===== src/rtl/hazard_scoreboard_if.sv =====
// Decode-side handshake for hazard_scoreboard: issuing instruction fields in,
// stall / forward selects / pending mask out.
interface hazard_scoreboard_if #(
  parameter int NREG  = 32,
  parameter int AW    = 5,
  parameter int SEL_W = 2
);
  logic             issue_valid;
  logic [AW-1:0]    rs_addr;
  logic             rs_used;
  logic [AW-1:0]    rt_addr;
  logic             rt_used;
  logic             dst_we;
  logic [AW-1:0]    dst_addr;
  logic [1:0]       dst_class;
  logic             stall;
  logic [SEL_W-1:0] fwd_rs_sel;
  logic [SEL_W-1:0] fwd_rt_sel;
  logic [NREG-1:0]  pending;

  modport master (
    output issue_valid, rs_addr, rs_used, rt_addr, rt_used, dst_we, dst_addr, dst_class,
    input  stall, fwd_rs_sel, fwd_rt_sel, pending
  );

  modport slave (
    input  issue_valid, rs_addr, rs_used, rt_addr, rt_used, dst_we, dst_addr, dst_class,
    output stall, fwd_rs_sel, fwd_rt_sel, pending
  );
endinterface


===== src/rtl/hazard_scoreboard.sv =====
// Per-register age/class scoreboard driving decode stall and operand forward selects.
// Optional macro SCOREBOARD_MUL_BLOCKING_EN: MUL unit is non-pipelined (back-to-back MULs stall).
module hazard_scoreboard #(
  parameter int NREG     = 32,
  parameter int AW       = 5,
  parameter int WB_AGE   = 3,
  parameter int SEL_W    = 2,
  parameter int LAT_ALU  = 1,
  parameter int LAT_LOAD = 2,
  parameter int LAT_MUL  = 3
) (
  input  logic               clk,
  input  logic               rst,
  hazard_scoreboard_if.slave sb
);

  typedef enum logic [1:0] {
    CLS_ALU  = 2'd0,
    CLS_LOAD = 2'd1,
    CLS_MUL  = 2'd2,
    CLS_RSVD = 2'd3
  } cls_e;

  logic [SEL_W-1:0] age_q [NREG];
  logic [SEL_W-1:0] age_d [NREG];
  cls_e             cls_q [NREG];
  cls_e             cls_d [NREG];

  // Reserved class falls through to ALU latency.
  function automatic logic [SEL_W-1:0] avail_f(input cls_e c);
    case (c)
      CLS_LOAD: avail_f = SEL_W'(LAT_LOAD);
      CLS_MUL:  avail_f = SEL_W'(LAT_MUL);
      default:  avail_f = SEL_W'(LAT_ALU);
    endcase
  endfunction

  logic [SEL_W-1:0] rs_age, rt_age, rs_avail, rt_avail;
  logic             rs_nz, rt_nz, rs_hz, rt_hz;
  logic             mul_busy, record;
  logic [NREG-1:0]  pending_w;

  assign rs_nz    = (sb.rs_addr != '0);
  assign rt_nz    = (sb.rt_addr != '0);
  assign rs_age   = age_q[sb.rs_addr];
  assign rt_age   = age_q[sb.rt_addr];
  assign rs_avail = avail_f(cls_q[sb.rs_addr]);
  assign rt_avail = avail_f(cls_q[sb.rt_addr]);
  assign rs_hz    = rs_nz && (rs_age != '0) && (rs_age < rs_avail);
  assign rt_hz    = rt_nz && (rt_age != '0) && (rt_age < rt_avail);

  assign sb.stall      = !rst && sb.issue_valid &&
                         ((sb.rs_used && rs_hz) || (sb.rt_used && rt_hz) || mul_busy);
  assign sb.fwd_rs_sel = (!rst && rs_nz && (rs_age >= rs_avail)) ? rs_age : '0;
  assign sb.fwd_rt_sel = (!rst && rt_nz && (rt_age >= rt_avail)) ? rt_age : '0;

  assign record = sb.issue_valid && !sb.stall && sb.dst_we && (sb.dst_addr != '0);

  always_comb begin
    for (int r = 0; r < NREG; r++) pending_w[r] = (age_q[r] != '0);
  end
  assign sb.pending = pending_w;

  // NOTE: every next-state variable gets a default before any condition, so no latch can be inferred.
  always_comb begin
    for (int r = 0; r < NREG; r++) begin
      age_d[r] = '0;
      cls_d[r] = cls_q[r];
      if ((age_q[r] != '0) && (age_q[r] < SEL_W'(WB_AGE))) age_d[r] = age_q[r] + SEL_W'(1);
    end
    // A new producer overrides aging, so the youngest writer of a register wins.
    if (record) begin
      age_d[sb.dst_addr] = SEL_W'(1);
      cls_d[sb.dst_addr] = cls_e'(sb.dst_class);
    end
  end

  // NOTE: the per-register arrays are reset explicitly; a reset must discard every in-flight entry.
  always_ff @(posedge clk) begin
    if (rst) begin
      for (int r = 0; r < NREG; r++) begin
        // NOTE: sequential state uses non-blocking assignment so all registers update together.
        age_q[r] <= '0;
        cls_q[r] <= CLS_ALU;
      end
    end else begin
      age_q <= age_d;
      cls_q <= cls_d;
    end
  end

`ifdef SCOREBOARD_MUL_BLOCKING_EN
  logic [SEL_W-1:0] mul_cnt_q, mul_cnt_d;
  logic             mul_inflight, mul_issue;

  always_comb begin
    mul_inflight = 1'b0;
    for (int r = 0; r < NREG; r++) begin
      if ((cls_q[r] == CLS_MUL) && (age_q[r] != '0) && (age_q[r] < SEL_W'(LAT_MUL)))
        mul_inflight = 1'b1;
    end
  end

  // Hidden occupancy counter also covers MULs whose destination is register 0.
  assign mul_issue = sb.issue_valid && !sb.stall && (cls_e'(sb.dst_class) == CLS_MUL);

  always_comb begin
    mul_cnt_d = '0;
    if (mul_issue) mul_cnt_d = SEL_W'(1);
    else if ((mul_cnt_q != '0) && (mul_cnt_q < SEL_W'(LAT_MUL))) mul_cnt_d = mul_cnt_q + SEL_W'(1);
  end

  always_ff @(posedge clk) begin
    if (rst) mul_cnt_q <= '0;
    else     mul_cnt_q <= mul_cnt_d;
  end

  assign mul_busy = sb.issue_valid && (cls_e'(sb.dst_class) == CLS_MUL) &&
                    (mul_inflight || ((mul_cnt_q != '0) && (mul_cnt_q < SEL_W'(LAT_MUL))));
`else
  assign mul_busy = 1'b0;
`endif

endmodule


===== src/flat_wrapper.sv =====
// flat-port wrapper written by rule: the top's interface ports become plain ports
module hazard_scoreboard_flat 
#(
  parameter int NREG     = 32,
  parameter int AW       = 5,
  parameter int WB_AGE   = 3,
  parameter int SEL_W    = 2,
  parameter int LAT_ALU  = 1,
  parameter int LAT_LOAD = 2,
  parameter int LAT_MUL  = 3
)
  (clk, rst, sb_issue_valid, sb_rs_addr, sb_rs_used, sb_rt_addr, sb_rt_used, sb_dst_we, sb_dst_addr, sb_dst_class, sb_stall, sb_fwd_rs_sel, sb_fwd_rt_sel, sb_pending);
  hazard_scoreboard_if #(.NREG(NREG), .AW(AW), .SEL_W(SEL_W)) sb_i ();
  input  logic clk;
  input  logic rst;
  input wire logic [$bits(sb_i.issue_valid)-1:0] sb_issue_valid;
  input wire logic [$bits(sb_i.rs_addr)-1:0] sb_rs_addr;
  input wire logic [$bits(sb_i.rs_used)-1:0] sb_rs_used;
  input wire logic [$bits(sb_i.rt_addr)-1:0] sb_rt_addr;
  input wire logic [$bits(sb_i.rt_used)-1:0] sb_rt_used;
  input wire logic [$bits(sb_i.dst_we)-1:0] sb_dst_we;
  input wire logic [$bits(sb_i.dst_addr)-1:0] sb_dst_addr;
  input wire logic [$bits(sb_i.dst_class)-1:0] sb_dst_class;
  output wire logic [$bits(sb_i.stall)-1:0] sb_stall;
  output wire logic [$bits(sb_i.fwd_rs_sel)-1:0] sb_fwd_rs_sel;
  output wire logic [$bits(sb_i.fwd_rt_sel)-1:0] sb_fwd_rt_sel;
  output wire logic [$bits(sb_i.pending)-1:0] sb_pending;
  assign sb_i.issue_valid = sb_issue_valid;
  assign sb_i.rs_addr = sb_rs_addr;
  assign sb_i.rs_used = sb_rs_used;
  assign sb_i.rt_addr = sb_rt_addr;
  assign sb_i.rt_used = sb_rt_used;
  assign sb_i.dst_we = sb_dst_we;
  assign sb_i.dst_addr = sb_dst_addr;
  assign sb_i.dst_class = sb_dst_class;
  assign sb_stall = sb_i.stall;
  assign sb_fwd_rs_sel = sb_i.fwd_rs_sel;
  assign sb_fwd_rt_sel = sb_i.fwd_rt_sel;
  assign sb_pending = sb_i.pending;
  hazard_scoreboard #(.NREG(NREG), .AW(AW), .WB_AGE(WB_AGE), .SEL_W(SEL_W), .LAT_ALU(LAT_ALU), .LAT_LOAD(LAT_LOAD), .LAT_MUL(LAT_MUL)) u_core (.clk(clk), .rst(rst), .sb(sb_i));
endmodule

===== config.mk =====
export PLATFORM = sky130hd
export DESIGN_NAME = hazard_scoreboard_flat
export DESIGN_NICKNAME = d
export VERILOG_FILES = /design/src/rtl/hazard_scoreboard_if.sv /design/src/rtl/hazard_scoreboard.sv /design/src/flat_wrapper.sv
export SDC_FILE = /design/constraint.sdc
export NUM_CORES = 1
export LEC_CHECK = 0
export CORE_UTILIZATION = 25
export DETAILED_ROUTE_END_ITERATION = 6
export PLACE_DENSITY_LB_ADDON = 0.1
export SLEW_MARGIN = 30
export SYNTH_ARGS = -nofsm -noshare
export SYNTH_HDL_FRONTEND = slang
export SYNTH_SLANG_ARGS = --single-unit

===== constraint.sdc =====
create_clock -name clk -period 6.46 [get_ports clk]
set_input_delay 0.646 -clock clk [delete_from_list [all_inputs] [get_ports clk]]
set_output_delay 0.646 -clock clk [all_outputs]
set_load 0.05 [all_outputs]

==> results of run 1 <==
[layout by cell type (no fill, tap or decap), drive strengths merged, types with 11 or more instances in the layout]
cell type and instances:
nor3b 11, nand2b 69, buf 16, nor2b 12, nand4 11, a21oi 30
clkbuf 20, mux4 40, inv 129, ha 70, and3b 27, mux2i 126
dfxtp 128, nand3 20, clkdlybuf4s50 55, a22oi 26
[flip-flops by register name (all words and copies together), names as in the netlist]
signal        cells
u_core.age_q     64
u_core.cls_q     64
[logic make-up (layout without fill, tap and decap cells)]
family                     after synthesis  in the layout  share of synthesized area
other                                    0              3                          0
AOI/OAI and AO/OA                       77             77                    0.05967
buffers and inverters                  184            231                    0.09796
DFF                                    128            128                     0.3063
adders and majority gates               70             70                     0.1047
and+or+nand+nor                        195            195                     0.1702
muxes                                  168            168                     0.2611
[worst max-delay path: cells and delay by family]
family	cells	cell delay [ps]
buf+inv	4	2260
compound gates	3	550
fa+ha+maj	1	290
simple gates	5	1300
[power by group through the flow]
stage / clock, uW / combinational, uW / sequential (uW)
after floorplan: 0 / 162 / 815
after global placement: 0 / 228 / 818
after detailed placement: 0 / 227 / 818
after CTS: 974 / 228 / 800
after global routing: 1010 / 244 / 801
final: 943 / 225 / 800
[routing by layer]
layer,up-vias,global-route usage
met2,89,0.2717
met3,23,0.02399
li1,2907,-
met1,2873,0.1995
met4,0,0.04463
met5,-,0
[worst max-delay path by stage]
| stage | end |
|---|---|
| 2_1_floorplan | sb_stall |
| 3_3_place_gp | sb_fwd_rt_sel[1] |
| 3_5_place_dp | sb_fwd_rt_sel[0] |
| 4_1_cts | sb_fwd_rt_sel[0] |
| 5_1_grt | sb_fwd_rt_sel[1] |
| 6_report | sb_fwd_rt_sel[1] |
[area by class of cell]
cell class / count / area (sq um) / share of cell area
clock buffer: 20 / 446.7 / 0.04543
antenna: 3 / 7.507 / 0.0007636
multi-input combinational: 510 / 4994 / 0.5079
inverter: 129 / 484.2 / 0.04925
clock inverter: 11 / 116.4 / 0.01184
tap: 442 / 553.0 / 0.05625
sequential: 128 / 2562 / 0.2606
timing repair buffer: 71 / 668.1 / 0.06796
[through the flow]
| stage | power (uW) | worst slack, ps | hold WS (ps) | std cells |
|---|---|---|---|---|
| global placement | 1046 | 743.0 | 471.7 | 1280 |
| global route | 2051 | 415.4 | 509.7 | 1311 |
| floorplan | 977.5 | 1602 | 450.9 | 822 |
| finish | 1969 | 755.4 | 486.1 | 1314 |
| detailed placement | 1045 | 748.7 | 473.2 | 1280 |
| CTS | 2002 | 731.4 | 482.4 | 1311 |
==> summary.md, run 1 <==
| Metric | Value |
|---|---|
| Min-Delay Path Class | reg2reg |
| Unrepaired setup endpoints after global routing | no |
| Total length of routed met2 wires | 12560 um |
| Grt total ovfl | 0 |
| Clock Power Share | 0.479 |
| CTS Buffer Depth | 2 |
| Initial Util | 0.2558 |
| Synth top area share | 0.3063 |
| Reg2reg path depth | 12 |
| Placer Congestion | 0.7873 |
| Hold Crit Depth | 1 |
| Seq pwr share | 0.406 |
| Syn Inst Count | 822 |
| Critical-path cell list | clkdlybuf4s50_1 > buf_4 > nor2b_1 > a22o_1 > nor4_1 > a31oi_1 > and3_1 > inv_1 > ha_1 > a21oi_1 > nor3_1 > nor2b_1 > clkdlybuf4s50_1 |
| DP HPWL | 19720 um |
| Worst skew pair latency | 420 ps |
| Hold Path End | u_core.cls_q[62] |
| Top Layer Used | met4 |
| Postcts setup bufs | 0 |
| Post-route cell area | 9832 sq um |
| Setup-failing EPs final | 0 |
| Proportion of power drawn by combinational gates | 0.114 |
| Post-DP Area | 9261 sq um |
| Layout Skew | 7.736 ps |
| Status | finished, final reports clean |
| Main synth FF type | dfxtp_1 |
| Drt via density | 4.484 |
| Count of state elements after synthesis | 128 |
| Antenna violations before repair | 1 |
| Slowest CP cell | clkdlybuf4s50_1 |
| Largest cells by area after synthesis | dfxtp_1 (31%), mux2i_1 (15%), mux4_2 (11%), ha_1 (10%), inv_1 (5.8%) |
| Tmin final | 5705 ps |
| Startpoint Class | input port |
| Global-route wire length before repair | 38760 um |
| Clk slew on worst S/H paths | 50 ps |
| Routed Antenna Nets | 0 |
| Seq/Total Area, Yosys | 0.3063 |
| Crit-path max FO | 17 |
| Slew Viols, Final | 0 |
| DR vias | 5892 |
| Net switching power | 514.9 uW |
| Post-Syn Area | 8366 sq um |
| Yosys warning count | 0 |
| Pre-antenna DRT Iters | 4 |
| CTS root buffer | clkbuf_16 |
| Share of cells above drive strength 1 | 0.1392 |
| DRC viols | 0 |
| Power Dens Cells | 200.2 nW/um^2 |
| CP Capture Type | output port |
| Leakage | 0.004281 uW |
| Final core occ | 0.3007 |
| Worst r2r dst | u_core.age_q[47] |
| Post-CTS sizing | 0 |
| Post-CTS Hold Buffers | 0 |
| Setup TNS | 0 ps |
| Worst reg2reg setup slack | 2280 ps |
| Period utilization | 0.8831 |
| DR WL met3 | 838 um |
| Synth async-reset ratio | 0 |
| Die W | 184.9 um |
| Slowest stage delay, CP | 1100 ps |
| Number of synthesized flops with an enable pin | 0 |
| CP required | 5810 ps |
| Largest net degree at the start of global routing | 67 |
| Yosys cell types | 48 |
| Worst r2r src | u_core.cls_q[0] |
| Mean Syn Cell Area | 10.18 sq um |
| Port-buffer cells | 59 |
| Switch share | 0.2615 |
| Final hold viol count | 0 |
| Hold path start | u_core.cls_q[62] |
| P&R area growth vs syn | 17.53% |
| Core Area | 32700 sq um |
| Overall routing resource usage | 0.1566 |
| Fmax | 175.3 MHz |
| Peak supply drop | 165.6 uV |
| CTS tree | yes |
| Max cap viols | 0 |
| DRT iter0 DRCs | 316 |
| Vias in the first global route | 6188 |
| Internal power | 1454 uW |
| Relative slew slack | 0.3518 |
| Critical path class | in2out |
| Worst-margin pin slew | 969.3 ps |
| H-tree depth | 4 |
| Top-count cell post-synth | inv_1 |
| CP startpoint | sb_rt_addr[1] |
| Nets | 950 |
| Routed WL | 25330 um |
| Routed WL per cell | 19.27 um |
| Row count | 66 |
| I/O pin cnt | 60 |
| DIE AREA | 34200 sq um |
| TritonCTS Buffers | 17 |
| Met1 WL | 11520 um |
| Clock sinks | 128 |
| Filler instances | 3447 |
| Area leader, netlist | dfxtp_1 |
| Synth top cells by count | inv_1 (129), dfxtp_1 (128), mux2i_1 (126) |
| Die Y | 184.9 um |
| Post-Syn Nets | 915 |
| Critical path data arrival time | 5060 ps |
(Power assumes the default switching activity.)
==> run 2: changes to the inputs <==
Clock period 6.46 ns to 6.9 ns, I/O delays scaled along.
==> summary.md, run 2 (synthesis gave the netlist of run 1 again) <==
| Metric | Value |
|---|---|
| CP startpoint | sb_rs_addr[0] (was sb_rt_addr[1]) |
| Pre-antenna DRT Iters | 4 (unchanged) |
| Reg2reg path depth | 12 (unchanged) |
| Post-CTS Hold Buffers | 0 (unchanged) |
| Die Y | 184.9 um (unchanged) |
| Clock sinks | 128 (unchanged) |
| Worst r2r src | u_core.cls_q[24] (was u_core.cls_q[0]) |
| Worst skew pair latency | 420 ps (about the same) |
| Seq pwr share | 0.388 (was 0.406) |
| Post-CTS sizing | 0 (unchanged) |
| Largest registers | u_core.age_q x64, u_core.cls_q x64 (unchanged) |
| Grt total ovfl | 0 (unchanged) |
| Levels on crit path | 12 (was 13) |
| DR vias | 5896 (was 5892) |
| Routed WL per cell | 19.66 um (was 19.27 um) |
| Critical-path cell list | clkdlybuf4s50_1 > buf_4 > mux4_2 > mux4_2 > mux2_2 > ha_1 > ha_1 > a21boi_0 > o21ai_0 > nor2_1 > nor2b_1 > clkdlybuf4s50_1 (was clkdlybuf4s50_1 > buf_4 > nor2b_1 > a22o_1 > nor4_1 > a31oi_1 > and3_1 > inv_1 > ha_1 > a21oi_1 > nor3_1 > nor2b_1 > clkdlybuf4s50_1) |
| Filler instances | 3461 (was 3447) |
| Period utilization | 0.8139 |
| Slowest stage delay, CP | 810 ps (was 1100 ps) |
| Placer Congestion | 0.8418 (was 0.7873) |
| Min-Delay Path Class | reg2reg (unchanged) |
| Port-buffer cells | 59 (unchanged) |
| CTS root buffer | clkbuf_16 (unchanged) |
| Worst-margin pin slew | 912.7 ps (was 969.3 ps) |
| DRT iter0 DRCs | 349 (was 316) |
| Net switching power | 473.4 uW (was 514.9 uW) |
| Clk slew on worst S/H paths | 60 ps (was 50 ps) |
| Buf+Inv Stages, Crit Path | 3 (was 4) |
| DIE AREA | 34200 sq um (unchanged) |
| Internal power | 1460 uW (was 1454 uW) |
| Peak supply drop | 167.3 uV (was 165.6 uV) |
| Setup TNS | 0 ps (unchanged) |
| Global-route wire length before repair | 38360 um (was 38760 um) |
| Critical path data arrival time | 4930 ps (was 5060 ps) |
| Most frequent cells in the layout | inv_1 (129), dfxtp_1 (128), mux2i_1 (126), ha_1 (70), nand2b_1 (68) (was inv_1 (129), dfxtp_1 (128), mux2i_1 (126), ha_1 (70), nand2b_1 (69)) |
| H-tree depth | 4 (unchanged) |
| Critical path class | in2out (unchanged) |
| CP Capture Type | output port (unchanged) |
| Routed Antenna Nets | 0 (unchanged) |
| CTS Buffer Depth | 2 (unchanged) |
| Antenna violations before repair | 0 (was 1) |
| Worst r2r dst | u_core.age_q[47] (unchanged) |
| Power consumption | 1933 uW (was 1969 uW) |
| CP top delay family | buffers and inverters (unchanged) |
| Share of cells above drive strength 1 | 0.1346 (was 0.1392) |
| Area of the multi-input gates | 5001 sq um (was 4994 sq um) |
| Startpoint Class | input port (unchanged) |
| Max cap viols | 0 (unchanged) |
| Post-Place Setup Slack | 1127 ps (was 748.7 ps) |
| Final hold viol count | 0 (unchanged) |
| DRC viols | 0 (unchanged) |
| Layout Skew | 7.854 ps (was 7.736 ps) |
| P&R area growth vs syn | 17.71% (was 17.53%) |
| Slowest CP cell | clkdlybuf4s50_1 (unchanged) |
| Die W | 184.9 um (unchanged) |
| Crit-path max FO | 21 (was 17) |
| Postcts setup bufs | 0 (unchanged) |
| Initial Util | 0.2558 (unchanged) |
| Unrepaired setup endpoints after global routing | no (unchanged) |
| Tmin final | 5616 ps |
| CTS tree | yes (unchanged) |
| Largest net degree at the start of global routing | 73 (was 67) |
| Number of diodes | 0 (was 3) |
| Core Area | 32700 sq um (unchanged) |
| Relative slew slack | 0.3889 (was 0.3518) |
| CP required | 6210 ps (was 5810 ps) |
| Drt via density | 4.521 (was 4.484) |
| Fmax | 178.1 MHz |
| Overall routing resource usage | 0.1566 (about the same) |
| Status | finished, final reports clean (unchanged) |
| Vias in the first global route | 5981 (was 6188) |
| Crit path to | sb_fwd_rs_sel[0] (was sb_fwd_rt_sel[1]) |
| Post-route cell area | 9847 sq um (was 9832 sq um) |
| Switch share | 0.2449 (was 0.2615) |
| Leakage | 0.004292 uW (was 0.004281 uW) |
| Proportion of power drawn by combinational gates | 0.108 (was 0.114) |
| Clock Power Share | 0.505 (was 0.479) |
| Worst reg2reg setup slack | 2840 ps (was 2280 ps) |
| Routed WL | 25640 um (was 25330 um) |
| Setup-failing EPs final | 0 (unchanged) |
| Commonest non-fill, non-tap cell in the layout | inv_1 (unchanged) |
| I/O pin cnt | 60 (unchanged) |
| Row count | 66 (unchanged) |
| DP HPWL | 19610 um (was 19720 um) |
| Register area | 2562 sq um (unchanged) |
| Power Dens Cells | 196.3 nW/um^2 (was 200.2 nW/um^2) |
| Hold path start | u_core.cls_q[20] (was u_core.cls_q[62]) |
| TritonCTS Buffers | 17 (unchanged) |
| Nets | 945 (was 950) |
| Slew Viols, Final | 0 (unchanged) |
| Setup ws final | 1284 ps (was 755.4 ps) |
| Post-DP Area | 9229 sq um (was 9261 sq um) |
==> run 2: cell count changes in the layout (fill, tap and decap cells not counted), moves of 2 or more <==
cell	change
clkinv_2	-3
buf_4	-6
clkinvlp_4	-3
clkbuf_8	+3
bufinv_16	+2
diode_2	-3
==> run 2: layer usage <==
layer	global-route usage	vias to the layer above	wire length, um
met5	0	-	0
met4	0.05124	0	501
met3	0.02300	23	588
met2	0.2732	89	12860
met1	0.1963	2889	11690
li1	-	2895	-
==> run 2: worst register-to-register path: stages, from the launching register on <==
cell and delay [ps]:
dfxtp_1 350, mux4_2 480, mux4_2 470, mux2_2 290
ha_1 300, ha_1 290, inv_1 40, o21ai_0 190
a211oi_2 80, nor2_4 170, buf_4 460, nand4_1 500
and3b_1 350
==> run 2: cell type report <==
class,count,area share
Clock buffer,23,0.04956
Multi-Input combinational cell,510,0.5079
Inverter,129,0.04917
Tap cell,442,0.05616
Clock inverter,6,0.01321
Sequential cell,128,0.2602
Timing Repair Buffer,66,0.06379
==> run 2: how the worst min path moves through the flow <==
stage                            end  slack, ps  cells after the start
CTS                 u_core.cls_q[20]        490                      2
floorplan           u_core.cls_q[62]        450                      1
global placement    u_core.cls_q[43]        470                      2
finish              u_core.cls_q[20]        490                      2
global route        u_core.cls_q[63]        510                      1
detailed placement  u_core.cls_q[49]        480                      2
==> run 2: power by group through the flow <==
stage	clock network, uW	logic (uW)	registers [uW]
5_1_grt	1030	224	750
2_1_floorplan	0	152	763
3_5_place_dp	0	211	766
4_1_cts	1000	212	750
3_3_place_gp	0	211	766
6_report	976	208	749
==> run 2: metrics by stage <==
stage | std cells | util | hold WS (ps)
final | 1304 | 0.3011 | 492.8
after global routing | 1304 | 0.3011 | 510.2
after CTS | 1304 | 0.3011 | 495.0
after detailed placement | 1275 | 0.2822 | 482.4
after global placement | 1275 | 0.2821 | 472.9
after floorplan | 822 | - | 450.9
